==> config.mk <==
export PLATFORM = sky130hd
export DESIGN_NAME = operand_fetch
export DESIGN_NICKNAME = d
export VERILOG_FILES = /design/src/rtl/core_pkg.sv /design/src/rtl/scoreboard.sv /design/src/rtl/operand_fetch.sv
export SDC_FILE = /design/constraint.sdc
export NUM_CORES = 1
export LEC_CHECK = 0
export BUFFER_PORTS_ARGS = -buffer_cell sky130_fd_sc_hd__buf_2
export CAP_MARGIN = 20
export CORE_AREA = 2 2 254 256
export DETAILED_ROUTE_END_ITERATION = 12
export DIE_AREA = 0 0 256 258
export SLEW_MARGIN = 30
export SYNTH_ARGS = -nofsm -noshare
export SYNTH_HDL_FRONTEND = slang
export SYNTH_HIERARCHICAL = 1
export SYNTH_SLANG_ARGS = --single-unit
==> constraint.sdc <==
create_clock -name clk -period 4.3 [get_ports clk]
set_clock_uncertainty 0.05 [all_clocks]
set_input_delay 0.43 -clock clk [delete_from_list [all_inputs] [get_ports clk]]
set_output_delay 0.43 -clock clk [all_outputs]
set_load 0.02 [all_outputs]
==> src/rtl/core_pkg.sv <==
// core_pkg: shared widths, register/bundle types and the operand select rule
package core_pkg;
    localparam int XLEN       = 64;
    localparam int NREG       = 32;
    localparam int REG_ADDR_W = 5;
    localparam int CTRL_W     = 16;

    typedef logic [REG_ADDR_W-1:0] reg_addr_t;
    typedef logic [XLEN-1:0]       xlen_t;

    typedef struct packed {
        xlen_t             pc;
        xlen_t             imm;
        logic [CTRL_W-1:0] ctrl;
        reg_addr_t         rd;
        logic              rd_we;
    } ex_bundle_t;

    // The register file returns pre-write data, so a same-cycle writeback must be forwarded
    function automatic xlen_t sel_operand(input reg_addr_t rs, input logic wb_we,
                                          input reg_addr_t wb_addr, input xlen_t wb_data,
                                          input xlen_t rf_data);
        return (rs == '0) ? '0 : (wb_we && wb_addr == rs) ? wb_data : rf_data;
    endfunction
endpackage

==> src/rtl/scoreboard.sv <==
// scoreboard: pending-write bits per register with set-over-clear priority and hazard lookups
module scoreboard
    import core_pkg::*;
#(
    parameter int NLK = 2
) (
    input  logic           clk,
    input  logic           rst,
    input  logic           set_en,
    input  reg_addr_t      set_addr,
    input  logic           clr_en,
    input  reg_addr_t      clr_addr,
    input  logic           fl_en,
    input  reg_addr_t      fl_addr,
    input  reg_addr_t      lk_addr [NLK],
    output logic [NLK-1:0] lk_hit
);
    logic [NREG-1:0] pend_q, pend_d;

    always_comb begin
        pend_d = pend_q;
        if (clr_en) pend_d[clr_addr] = 1'b0;
        if (fl_en) pend_d[fl_addr] = 1'b0;
        if (set_en) pend_d[set_addr] = 1'b1;
        pend_d[0] = 1'b0;
    end

    always_ff @(posedge clk or negedge rst) begin
        if (!rst) pend_q <= '0;
        else pend_q <= pend_d;
    end

    // A write retiring this cycle no longer blocks a reader; the bypass supplies its data
    for (genvar i = 0; i < NLK; i++) begin : g_lk
        assign lk_hit[i] = pend_q[lk_addr[i]] && !(clr_en && clr_addr == lk_addr[i]);
    end
endmodule

==> src/rtl/operand_fetch.sv <==
// operand_fetch: register-read stage with writeback bypass, scoreboard stalls and a registered
// valid/ready output to execute
module operand_fetch
    import core_pkg::*;
(
    input  logic              clk,
    input  logic              rst,
    input  logic              id_valid,
    output logic              id_ready,
    input  reg_addr_t         id_rs1,
    input  reg_addr_t         id_rs2,
    input  logic              id_uses_rs1,
    input  logic              id_uses_rs2,
    input  reg_addr_t         id_rd,
    input  logic              id_rd_we,
    input  xlen_t             id_pc,
    input  xlen_t             id_imm,
    input  logic [CTRL_W-1:0] id_ctrl,
    output reg_addr_t         rd_addr_0,
    output reg_addr_t         rd_addr_1,
    input  xlen_t             rd_data_0,
    input  xlen_t             rd_data_1,
    input  logic              wb_we,
    input  reg_addr_t         wb_addr,
    input  xlen_t             wb_data,
    input  logic              flush,
    output logic              ex_valid,
    input  logic              ex_ready,
    output xlen_t             ex_op1,
    output xlen_t             ex_op2,
    output reg_addr_t         ex_rd,
    output logic              ex_rd_we,
    output xlen_t             ex_pc,
    output xlen_t             ex_imm,
    output logic [CTRL_W-1:0] ex_ctrl
);
    logic       raw, waw, issue, wb_clr, fl_clr;
    logic       valid_q, valid_d;
    logic [2:0] lk_hit;
    reg_addr_t  lk_addr [3];
    xlen_t      op1_q, op1_d, op2_q, op2_d;
    ex_bundle_t bundle_q, bundle_d;

    assign rd_addr_0 = id_rs1;
    assign rd_addr_1 = id_rs2;
    assign lk_addr   = '{id_rs1, id_rs2, id_rd};

    scoreboard #(.NLK(3)) u_sb (
        .clk      (clk),
        .rst      (rst),
        .set_en   (issue && id_rd_we && id_rd != '0),
        .set_addr (id_rd),
        .clr_en   (wb_clr),
        .clr_addr (wb_addr),
        .fl_en    (fl_clr),
        .fl_addr  (bundle_q.rd),
        .lk_addr  (lk_addr),
        .lk_hit   (lk_hit)
    );

    always_comb begin
        raw      = (id_uses_rs1 && lk_hit[0]) || (id_uses_rs2 && lk_hit[1]);
        waw      = id_rd_we && id_rd != '0 && lk_hit[2];
        id_ready = rst && !flush && !raw && !waw && (!valid_q || ex_ready);
        issue    = id_valid && id_ready;
        wb_clr   = wb_we && wb_addr != '0;
        fl_clr   = flush && valid_q && bundle_q.rd_we && bundle_q.rd != '0;
        valid_d  = issue ? 1'b1 : (flush || ex_ready) ? 1'b0 : valid_q;
        bundle_d = issue ? '{pc: id_pc, imm: id_imm, ctrl: id_ctrl, rd: id_rd, rd_we: id_rd_we}
                         : bundle_q;
        op1_d    = issue ? sel_operand(id_rs1, wb_we, wb_addr, wb_data, rd_data_0) : op1_q;
        op2_d    = issue ? sel_operand(id_rs2, wb_we, wb_addr, wb_data, rd_data_1) : op2_q;
    end

    always_ff @(posedge clk or negedge rst) begin
        if (!rst) begin
            valid_q  <= 1'b0;
            bundle_q <= '0;
            op1_q    <= '0;
            op2_q    <= '0;
        end else begin
            valid_q  <= valid_d;
            bundle_q <= bundle_d;
            op1_q    <= op1_d;
            op2_q    <= op2_d;
        end
    end

    assign ex_valid = valid_q;
    assign ex_op1   = op1_q;
    assign ex_op2   = op2_q;
    assign ex_rd    = bundle_q.rd;
    assign ex_rd_we = bundle_q.rd_we;
    assign ex_pc    = bundle_q.pc;
    assign ex_imm   = bundle_q.imm;
    assign ex_ctrl  = bundle_q.ctrl;
endmodule

==> results.py <==
metrics = {
    "route": {
        "maxUsedRoutingLayer": "met4",
        "drt_wl_total_microns": 66900,
        "drt_iter0_markers": 1398,
        "drt_pass1_iterations": 5,
        "wl_met1_microns": 26600,
        "ant_nets": 0,
        "wl_met2_microns": 32300,
        "vias": 15300,
        "wl_met3_microns": 5550,
        "vias_per_cell": 5.25,
        "drc": 0,
        "avgRoutedWirePerCell_microns": 23.0,
    },
    "finish": {
        "fin_area_sq_um": 21200,
        "mostFrequentLayoutCells": "buf_2, dfrtp_1, o21ai_0",
        "finalNonFillerCells": 2916,
        "nets": 2386,
        "syn_to_final_growth_pct": 34.3,
        "drive_gt1_frac": 0.420,
        "final_common_cell": "buf_2",
    },
    "clock_network": {
        "cts_buffers": 40,
        "clk_pin_slew_worst_paths_ns": 0.07,
        "cts_tree": "yes",
        "clockBufferDepth": 3,
        "cts-resized-gates": 0,
        "cts_root_buf": "clkbuf_16",
        "cts_max_level": 2,
        "clkLatencyLatePin_ns": 0.55,
        "cts_sinks": 310,
        "cts-hold-fix-buffers": 1,
        "post_cts_buffers": 0,
    },
    "timing": {
        "setup_viol": 0,
        "timing.final.hold_violations": 0,
        "worst_slack_ns": 0.660,
        "fin_crit_ns": 3.64,
        "fin_crit_sh": 0.847,
        "worst_slew_pin_slew_ns": 1.13,
        "rsz0062_at_grt": "no",
        "setup_tns_ns": 0,
        "relSlewSlack": 0.246,
        "fmax_mhz": 275,
        "hold-worst-slack_ns": 0.0396,
        "slew_viol_final": 0,
    },
    "synthesis": {
        "synth-async-reset-ratio": 1.00,
        "syn-cell-area_sq_um": 15800,
        "synth_warnings": 6,
        "synth_ff_type": "dfrtp_1",
        "synthDistinctLibCells": 57,
        "ys_seq_area_frac": 0.490,
        "ys_ff_latch": 310,
        "syn_area_per_cell_sq_um": 10.9,
        "synth_edf_count": 0,
        "syn_inst": 1456,
        "syn_nets": 1821,
    },
    "place": {
        "place_area_sq_um": 19800,
        "place_ws_ns": 0.295,
        "portBuffers": 654,
        "gp_congestion": 0.922,
        "dp_hpwl_microns": 46700,
        "dpl.cell_count": 2833,
    },
    "die": {
        "io_pins": 655,
        "die_w_microns": 256,
        "core_area_sq_um": 63600,
        "die_h_microns": 258,
        "row_count": 93,
        "dieArea_sq_um": 66000,
        "initial_utilization": 0.249,
    },
    "grt": {
        "grt_overflow": 0,
        "grt.total_usage": 0.192,
        "grt_pass1_wl_microns": 99100,
        "antenna_found_initial": 11,
        "grt_pass1_vias": 15500,
        "grt_max_degree": 147,
    },
    "worst_hold_path": {
        "worstHoldPathType": "input port to register",
    },
    "setup_path": {
        "worst_ep_arrival_time_ns": 4.03,
        "critPathCaptureType": "register",
        "r2r_slack_ns": 0.66,
        "cp-start-kind": "register",
        "cp.required_ns": 4.69,
        "path_max_fanout": 76,
        "path_class": "register to register",
    },
    "job": {
        "maxCapViolations": 0,
    },
    "run_status": {
        "status": "complete, no violations",
    },
    "power": {
        "ir_worst_vdd_uv": 240,
        "pwr_density_cell_nw_per_um2": 526,
        "p_leak_uw": 0.00915,
    },
}
-- per-stage QoR --
stage	total power [uW]	util
3_3_place_gp	7670	0.312
4_1_cts	11300	0.333
3_5_place_dp	7750	0.312
6_report	11200	0.334
2_1_floorplan	6120	-
5_1_grt	11700	0.334
-- routing by layer --
layer | GRT usage | vias to the layer above
li1 | - | 6672
met1 | 0.242 | 7585
met2 | 0.320 | 903
met3 | 0.0412 | 162
met4 | 0.0778 | 0
met5 | 0 | -
-- worst paths after layout --
check | start | end | cells past startpoint
worst max-delay path | u_sb/pend_q[17]$_DFF_PN0_ | ex_op2[54]$_DFFE_PN0P_ | 9
max in group asynchronous | rst | ex_imm[61]$_DFFE_PN0P_ | 4
worst min register to register | ex_imm[37]$_DFFE_PN0P_ | ex_imm[37]$_DFFE_PN0P_ | 1
worst min-delay path | id_pc[27] | ex_pc[27]$_DFFE_PN0P_ | 2
worst max register to register | u_sb/pend_q[17]$_DFF_PN0_ | ex_op2[54]$_DFFE_PN0P_ | 9
min in group asynchronous | rst | ex_op1[47]$_DFFE_PN0P_ | 2
-- state kept, by name (all words and copies together), names as in the netlist --
name and count:
ex_ctrl 16, ex_imm 64, ex_op1 64, ex_op2 64
ex_pc 64, ex_rd 5, ex_rd_we 1, ex_valid 1
u_sb/pend_q 31
-- worst max-delay path: stages (launching register included) --
cell and delay (ns):
dfrtp_1 0.45, mux4_1 0.55, nor4b_1 0.33, a311oi_1 0.09, o311a_1 0.15, a22oi_1 0.29, and4_4 0.32, buf_4 0.66
a21oi_1 0.15, a311oi_1 0.37
-- synthesized netlist by cell type (11+ instances only) --
library cell,count,share of area
mux2_1,73,0.052
nor3b_1,12,0.0057
dfrtp_1,310,0.49
a211oi_1,11,0.0052
mux4_2,11,0.016
buf_2,37,0.012
buf_6,11,0.0078
mux2_2,84,0.060
o311a_1,12,0.0076
o21ai_0,145,0.046
a22o_1,15,0.0083
a22oi_1,24,0.011
nand2_1,86,0.020
or3_1,118,0.047
buf_4,14,0.0066
clkbuf_1,106,0.025
xnor2_1,15,0.0083
a21oi_1,129,0.041
a311oi_1,119,0.066
-- logic make-up (layout without fill, tap and decap cells) --
family | Yosys count | in the layout | synth area share
xor gates and xnor gates | 25 | 25 | 0.0138
other | 0 | 11 | 0
DFF | 310 | 310 | 0.490
AOI/OAI and AO/OA | 474 | 474 | 0.195
muxes | 181 | 181 | 0.143
buffers and inverters | 174 | 768 | 0.0527
and+or+nand+nor | 292 | 292 | 0.105
-- final cells by class --
type | count | area, sq um
clock buffers | 56 | 1130
well taps | 855 | 1070
flip-flops and latches | 310 | 7760
clock inverters | 15 | 233
diodes | 11 | 27.5
inverters | 4 | 15.0
multi-input cells | 972 | 7300
fillers | 6512 | 42400
repair buffers | 693 | 3720
-- power by group --
group / internal (uW) / switching [uW]
Sequential: 3690 / 463
Clock: 2100 / 1400
Combinational: 1270 / 2260
Total: 7060 / 4120
No activity file was read; power rests on OpenSTA's default activity.
